## src/rtl/percept_serial_arbiter.sv

```systemverilog
// Purpose: round-robin arbiter for two write requesters, serialising the winner's addr/data onto one idle-high line.
// Latency: accept at T -> addr bits T+1..T+8, separator 1 at T+9, data T+10..T+73, then GAP_CYCLES idle-high cycles.
// Backpressure: reqN_ready is offered only in IDLE to the arbitration winner; the other requester simply waits.
module percept_serial_arbiter #(
    parameter int GAP_CYCLES = 2
) (
    input  logic        clk,
    input  logic        rst,
    input  logic        req0_valid,
    input  logic [7:0]  req0_addr,
    input  logic [63:0] req0_data,
    output logic        req0_ready,
    input  logic        req1_valid,
    input  logic [7:0]  req1_addr,
    input  logic [63:0] req1_data,
    output logic        req1_ready,
    output logic        ser_out,
    output logic        busy,
    output logic        frame_done
);

    typedef enum logic [2:0] {
        IDLE = 3'd0,
        ADDR = 3'd1,
        SEP  = 3'd2,
        DATA = 3'd3,
        GAP  = 3'd4
    } state_t;

    // Counter load value for the gap phase; unused when GAP_CYCLES is zero.
    localparam logic [5:0] GAP_LAST = 6'((GAP_CYCLES > 0) ? (GAP_CYCLES - 1) : 0);

    state_t      state, state_d;
    logic [5:0]  cnt, cnt_d;
    logic [7:0]  addr_q, addr_d;
    logic [63:0] data_q, data_d;
    logic        last, last_d;      // 1 = requester 1 was granted most recently
    logic        ser_d, busy_d, done_d;
    logic        win0, win1;

    // Round-robin winner: a lone valid wins, a tie goes to the one not granted last.
    always_comb begin
        win0       = req0_valid & (~req1_valid | last);
        win1       = req1_valid & (~req0_valid | ~last);
        req0_ready = (state == IDLE) & ~rst & win0;
        req1_ready = (state == IDLE) & ~rst & win1;
    end

    // Next-state, capture and next-output logic; outputs are computed from the
    // next state so the serial line flops present each bit in its own cycle.
    always_comb begin
        state_d = state;
        cnt_d   = cnt;
        addr_d  = addr_q;
        data_d  = data_q;
        last_d  = last;
        case (state)
            IDLE: begin
                if (req0_ready || req1_ready) begin
                    state_d = ADDR;
                    cnt_d   = 6'd7;
                    addr_d  = req1_ready ? req1_addr : req0_addr;
                    data_d  = req1_ready ? req1_data : req0_data;
                    last_d  = req1_ready;
                end
            end
            ADDR: begin
                if (cnt == 6'd0) begin
                    state_d = SEP;
                end else begin
                    cnt_d = cnt - 6'd1;
                end
            end
            SEP: begin
                state_d = DATA;
                cnt_d   = 6'd63;
            end
            DATA: begin
                if (cnt == 6'd0) begin
                    if (GAP_CYCLES == 0) begin
                        state_d = IDLE;
                    end else begin
                        state_d = GAP;
                        cnt_d   = GAP_LAST;
                    end
                end else begin
                    cnt_d = cnt - 6'd1;
                end
            end
            GAP: begin
                if (cnt == 6'd0) begin
                    state_d = IDLE;
                end else begin
                    cnt_d = cnt - 6'd1;
                end
            end
            default: begin
                state_d = IDLE;
                cnt_d   = 6'd0;
            end
        endcase

        ser_d = 1'b1;
        case (state_d)
            ADDR:    ser_d = addr_d[cnt_d[2:0]];
            DATA:    ser_d = data_d[cnt_d];
            default: ser_d = 1'b1;
        endcase
        busy_d = (state_d != IDLE);
        done_d = (state_d == DATA) && (cnt_d == 6'd0);
    end

    // State, capture registers and registered outputs; reset aborts any frame.
    always_ff @(posedge clk) begin
        if (rst) begin
            state      <= IDLE;
            cnt        <= 6'd0;
            addr_q     <= 8'd0;
            data_q     <= 64'd0;
            last       <= 1'b1;
            ser_out    <= 1'b1;
            busy       <= 1'b0;
            frame_done <= 1'b0;
        end else begin
            state      <= state_d;
            cnt        <= cnt_d;
            addr_q     <= addr_d;
            data_q     <= data_d;
            last       <= last_d;
            ser_out    <= ser_d;
            busy       <= busy_d;
            frame_done <= done_d;
        end
    end

endmodule

```

## config.mk

```make
export PLATFORM = sky130hd
export DESIGN_NAME = percept_serial_arbiter
export DESIGN_NICKNAME = d
export VERILOG_FILES = /design/src/rtl/percept_serial_arbiter.sv
export SDC_FILE = /design/constraint.sdc
export NUM_CORES = 1
export LEC_CHECK = 0
export CAP_MARGIN = 15
export CORE_ASPECT_RATIO = 0.75
export CORE_MARGIN = 3
export CORE_UTILIZATION = 30
export DETAILED_ROUTE_END_ITERATION = 12
export HOLD_SLACK_MARGIN = 0.1
export PLACE_DENSITY = 0.58
export SYNTH_ARGS = -nofsm -noshare
export SYNTH_HDL_FRONTEND = slang
export SYNTH_SLANG_ARGS = --single-unit
```

## constraint.sdc

```tcl
create_clock -name clk -period 4 [get_ports clk]
set_input_delay 0.8 -clock clk [delete_from_list [all_inputs] [get_ports clk]]
set_output_delay 0.8 -clock clk [all_outputs]
set_load 0.005 [all_outputs]
```

==> run_results.csv, run 1 <==
group,metric,value,unit
outcome,status,"completed",
place,dpl_worst_slack,0.112,ns
timing,finalMaxSlewViolations,0,
drt,drc,0,
drt,vias,5192,
synth,syn_inst,638,
setup_path,rr_endpoint,"ser_out",
floorplanning,core_area,15500,µm²
power,p_leak,2.56,nW
setup_path,critPathArrivalTime,3.92,ns
synth,syn_area_per_cell,7.57,µm²
clock_network,cts_hold_buf,0,
setup_path,critPathRequiredTime,4.23,ns
timing,hold_ws,0.462,ns
timing,worst_pin_slew,0.931,ns
place,placement.cell_area,6500,µm²
drt,first_iter_violations,269,
setup_path,worstSetupStartpointType,"register",
clock_network,cts.clk_slew.worst_paths,0.07,ns
timing,layout_setup_ws,0.312,ns
synth,synth-seq-cells,85,
setup_path,endpoint,"ser_out",
power,powerDensity,664,nW/µm²
global_routing,grt_pass1_vias,5028,
setup_path,worstSetupPathType,"reg -> reg",
synth,synth.distinct_cells,70,
timing,setup_tns,0,ns
timing,finalHoldViolations,0,
synth,async_flop_share,0,
drt,dr_wl_met2,7000,µm
drt,top_layer_used,"met4",
timing,maxSlewHeadroom,0.379,
synth,yosys_warnings,0,
drt,post_drt_wl_per_cell,16.7,µm
timing,fmax,271,MHz
timing,setup_violations,0,
global_routing,gr-total-overflow,0,
global_routing,grt_max_degree,86,
setup_path,regToRegStartpoint,"cnt[1]",
clock_network,cts.sinks,85,
layout,final_common_cell,"nand2_1",
place,hpwl,12300,µm
floorplanning,die_w,153,µm
power,ir_worst_vdd,282,µV
layout,fin_area,6810,µm²
setup_path,crit_path_start,"cnt[1]",
timing,clock_skew,0.00973,ns
drt,vias_per_cell,5.31,
synth,syn-num-nets,788,
clock_network,htree_levels,3,
timing,min_period_over_period,0.922,
layout,n_antenna_cell,0,
setup_path,rrSetupSlack,0.31,ns
synth,yosysTopAreaCell,"dfxtp_1",
layout,fin_nets,917,
drt,dr.pass1.iters,5,
job,drv_cap,0,
drt,ant_nets,0,
layout,layout-area-overhead-vs-synth,41.1,%
clock_network,cts_tree,"yes",
global_routing,antenna_found_initial,0,
place,gp_congestion,0.882,
timing,fin_crit,3.69,ns
layout,nFillCells,1562,
drt,wl_met1,8020,µm
setup_path,path_max_fanout,21,
floorplanning,dieArea,17700,µm²
setup_path,end_kind,"register",
synth,synth_area,4830,µm²
clock_network,cts_buffer_depth,2,
global_routing,track_usage,0.179,
global_routing,grt_pass1_wl,25800,µm
synth,synth-edff-count,0,
clock_network,clock-root-buffer,"clkbuf_16",
synth,yosysSeqAreaShare,0.352,
setup_path,reg2reg_depth,15,
layout,drive_gt1_frac,0.0842,
synth,synth_area_leaders,"dfxtp_1, nand2_1, a311oi_1",
floorplanning,start_util,0.311,
layout,mostFrequentLayoutCells,"nand2_1, clkdlybuf4s50_1, nor2_1",
min_path,hp-class,"reg -> reg",
clock_network,clk_latency,0.35,ns
synth,synth.top_cell.area_share,0.352,
place,io_buffers,152,
floorplanning,die_h,116,µm
synth,synth-main-ff-cell,"dfxtp_1",
min_path,hold_start,"data_q[63]",
timing,rsz0062_at_grt,"no",
floorplanning,design.portCount,153,
drt,wl,16300,µm
clock_network,numCtsBuffers,9,
floorplanning,core.rowCount,39,
drt,routed-wl-met3,1010,µm
-- power by group --
| group | internal [mW] | switching, mW | total (mW) |
|---|---|---|---|
| clock | 0.444 | 0.389 | 0.832 |
| combinational | 1.06 | 1.42 | 2.48 |
| sequential | 1.05 | 0.156 | 1.21 |
| total | 2.56 | 1.96 | 4.52 |
-- worst min-delay path by stage --
stage                 end  slack, ns  depth (start not counted)
2_1_floorplan  data_q[63]       0.44                          2
3_3_place_gp   data_q[63]       0.44                          2
3_5_place_dp   data_q[63]       0.45                          2
4_1_cts        data_q[63]       0.46                          2
5_1_grt        data_q[63]       0.52                          2
6_report       data_q[63]       0.46                          2
-- worst max-delay path, stage by stage, from the launching register on --
cell	delay (ns)
dfxtp_1	0.33
inv_1	0.09
ha_1	0.17
nand2b_1	0.16
nor2_2	0.27
inv_1	0.12
ha_1	0.30
nand3b_1	0.09
a31oi_2	0.43
nor2_4	0.21
nand2_1	0.13
a31oi_1	0.09
mux4_2	0.48
and3b_1	0.19
a211o_1	0.27
a41o_1	0.24
-- sequential cells by signal, summed over array words and instances, names as in the netlist --
signal	cells
data_q	64
addr_q	8
cnt	6
state	3
busy	1
frame_done	1
last	1
ser_out	1
-- cell families (layout without fill, tap and decap cells) --
group / after synthesis / in the layout / synth area share
XOR/XNOR: 1 / 1 / 0.00181
multiplexers: 18 / 18 / 0.0435
flip-flops: 85 / 85 / 0.352
adder cells (fa/ha/maj): 2 / 2 / 0.00518
AO/OA/AOI/OAI: 145 / 145 / 0.241
AND/OR/NAND/NOR: 325 / 325 / 0.292
buffers and inverters: 62 / 196 / 0.0640
-- final cells by class --
cell class	count	area, µm²	area share
Clock buffer	9	225	0.0331
Clock inverter	7	75.1	0.0110
Inverter	4	15.0	0.00220
Multi-Input combinational cell	491	2840	0.417
Sequential cell	85	1700	0.250
Tap cell	205	256	0.0376
Timing Repair Buffer	176	1700	0.249
-- synthesized netlist by cell type, drive strengths merged (11+ instances only) --
master / n
nor2: 92
a211oi: 11
nand2: 165
nor3: 17
a311oi: 63
o22ai: 13
clkbuf: 29
and3: 11
dfxtp: 85
buf: 29
mux2i: 12
-- what timing repair did --
| action | CTS | global route |
|---|---|---|
| resized for setup | 0 | 4 |
| buffers inserted | 0 | 0 |
| endpoints found under the setup margin | 0 | 1 |
-- per-stage QoR --
step	util	power (mW)	cells
after floorplan	-	3.00	638
after global placement	0.419	3.62	961
after detailed placement	0.419	3.66	961
after CTS	0.438	4.51	977
after global routing	0.439	4.85	977
final	0.439	4.52	977
-- layer usage --
layer / vias to the layer above / track usage
li1: 2567 / -
met1: 2409 / 0.259
met2: 191 / 0.272
met3: 25 / 0.0392
met4: 0 / 0.0469
met5: - / 0
No activity file was read; power rests on OpenSTA's default activity.
==> run 2: changes to the inputs <==
--- a/config.mk
+++ b/config.mk
@@ -6,12 +6,14 @@
 export NUM_CORES = 1
 export LEC_CHECK = 0
 export CAP_MARGIN = 15
-export CORE_ASPECT_RATIO = 0.75
+export CORE_ASPECT_RATIO = 0.7
 export CORE_MARGIN = 3
 export CORE_UTILIZATION = 30
 export DETAILED_ROUTE_END_ITERATION = 12
 export HOLD_SLACK_MARGIN = 0.1
 export PLACE_DENSITY = 0.58
+export SKIP_CTS_REPAIR_TIMING = 1
+export SLEW_MARGIN = 20
 export SYNTH_ARGS = -nofsm -noshare
 export SYNTH_HDL_FRONTEND = slang
 export SYNTH_SLANG_ARGS = --single-unit
==> run_results.csv, run 2 (same netlist as run 1, synthesis figures left out) <==
group,metric,value,unit
outcome,status,"completed",
timing,maxSlewHeadroom,0.535,
place,gp_congestion,0.834,
setup_path,regToRegStartpoint,"cnt[0]",
power,ir_worst_vdd,321,µV
global_routing,grt_pass1_vias,5141,
layout,mostFrequentLayoutCells,"nand2_1, clkdlybuf4s50_1, nor2_1",
timing,fmax,266,MHz
power,p_leak,2.55,nW
layout,final_common_cell,"nand2_1",
global_routing,grt_pass1_wl,26400,µm
global_routing,grt_max_degree,94,
setup_path,end_kind,"register",
clock_network,cts.clk_slew.worst_paths,0.06,ns
setup_path,rr_endpoint,"ser_out",
clock_network,cts.sinks,85,
global_routing,track_usage,0.186,
power,p_comb_frac,0.553,
drt,drc,0,
floorplanning,dieArea,17700,µm²
timing,rsz0062_at_grt,"no",
layout,largestRegisters,"data_q: 64 flops, addr_q: 8 flops, cnt: 6 flops",
timing,clock_skew,0.00669,ns
timing,setup_violations,0,
layout,regMostFlops,"data_q",
drt,dr.pass1.iters,4,
drt,wl_met1,8220,µm
job,drv_cap,0,
layout,layout-area-overhead-vs-synth,40.6,%
power,p_int,2.58,mW
place,placement.cell_area,6500,µm²
power,clock_power_share,0.181,
power,power,4.53,mW
layout,n_antenna_cell,0,
power,swShare,0.430,
drt,vias,5212,
drt,dr_wl_met2,6940,µm
drt,vias_per_cell,5.38,
floorplanning,core_area,15600,µm²
layout,nFillCells,1558,
floorplanning,core.rowCount,38,
timing,setup_tns,0,ns
layout,drive_gt1_frac,0.0754,
layout,largest_reg_flops,64,
drt,first_iter_violations,346,
power,p_seq_frac,0.266,
clock_network,numCtsBuffers,9,
clock_network,clock-root-buffer,"clkbuf_16",
drt,top_layer_used,"met4",
layout,fin_nets,914,
global_routing,gr-total-overflow,0,
drt,ant_nets,0,
setup_path,rrSetupSlack,0.23,ns
clock_network,clk_latency,0.34,ns
setup_path,path_max_fanout,10,
setup_path,critPathArrivalTime,3.99,ns
place,io_buffers,152,
setup_path,crit_path_start,"cnt[0]",
floorplanning,start_util,0.309,
setup_path,endpoint,"ser_out",
clock_network,cts_buffer_depth,2,
floorplanning,die_w,158,µm
floorplanning,die_h,112,µm
timing,fin_crit,3.77,ns
drt,post_drt_wl_per_cell,17.2,µm
layout,fin_area,6790,µm²
clock_network,htree_levels,3,
power,powerDensity,668,nW/µm²
drt,wl,16600,µm
power,power_switching,1.95,mW
setup_path,reg2reg_depth,16,
setup_path,worstSetupPathType,"reg -> reg",
timing,finalHoldViolations,0,
clock_network,cts_tree,"yes",
setup_path,worstSetupStartpointType,"register",
timing,worst_pin_slew,0.695,ns
global_routing,antenna_found_initial,0,
timing,finalMaxSlewViolations,0,
drt,routed-wl-met3,1310,µm
setup_path,critPathRequiredTime,4.23,ns
timing,min_period_over_period,0.942,
place,hpwl,12500,µm
floorplanning,design.portCount,153,
min_path,hp-class,"reg -> reg",
-- run 2: changes by cell type in the layout (fill, tap and decap cells not counted), moves of 2 or more --
cell / change
buf_4: -6
clkbuf_1: +3
inv_8: -3
buf_12: +2
clkinv_2: +2
inv_6: -2
-- run 2: worst min path at each step --
stage                     from          to  slack, ns  cells after the start
floorplan           data_q[63]  data_q[63]       0.44                      2
global placement    data_q[63]  data_q[63]       0.45                      2
detailed placement  data_q[63]  data_q[63]       0.45                      2
CTS                 data_q[63]  data_q[63]       0.46                      2
global route        data_q[63]  data_q[63]       0.50                      2
finish              data_q[63]  data_q[63]       0.46                      2
-- run 2: layer usage --
layer | up-vias | GRT usage
met5 | - | 0
met4 | 0 | 0.0462
met3 | 14 | 0.0443
met2 | 204 | 0.263
met1 | 2432 | 0.282
li1 | 2562 | -
-- run 2: cell type report --
class                      instances  area (µm²)  share of cell area
tap                              200         250              0.0369
clock buffer                      12         236              0.0348
multi-input combinational        491        2840               0.418
timing repair buffer             173        1700               0.250
clock inverter                     4        48.8             0.00719
sequential                        85        1700               0.251
inverter                           4        15.0             0.00221
-- run 2: worst max-delay path, stage by stage (launching register included) --
cell,delay [ns]
dfxtp_1,0.35
inv_1,0.08
ha_1,0.17
nand2b_1,0.16
nor2_2,0.27
inv_1,0.12
ha_1,0.30
nand3b_1,0.11
a31oi_2,0.19
or2_1,0.36
buf_4,0.21
nand2_1,0.07
a31oi_1,0.08
mux4_2,0.48
and3b_1,0.20
a211o_1,0.27
a41o_1,0.24
-- run 2: stage by stage --
stage / hold slack [ns] / utilization / setup slack (ns) / std cells
3_3_place_gp: 0.447 / 0.415 / 0.288 / 953
5_1_grt: 0.496 / 0.434 / 0.0113 / 969
6_report: 0.457 / 0.434 / 0.234 / 969
4_1_cts: 0.461 / 0.434 / 0.0472 / 969
3_5_place_dp: 0.453 / 0.415 / 0.0724 / 953
2_1_floorplan: 0.436 / - / 0.680 / 638
-- run 2: power by group through the flow --
stage	logic (mW)	clock network [mW]	registers (mW)
6_report	2.51	0.819	1.21
5_1_grt	2.76	0.865	1.23
4_1_cts	2.47	0.833	1.21
3_5_place_dp	2.45	0	1.22
3_3_place_gp	2.41	0	1.22
2_1_floorplan	1.85	0	1.16
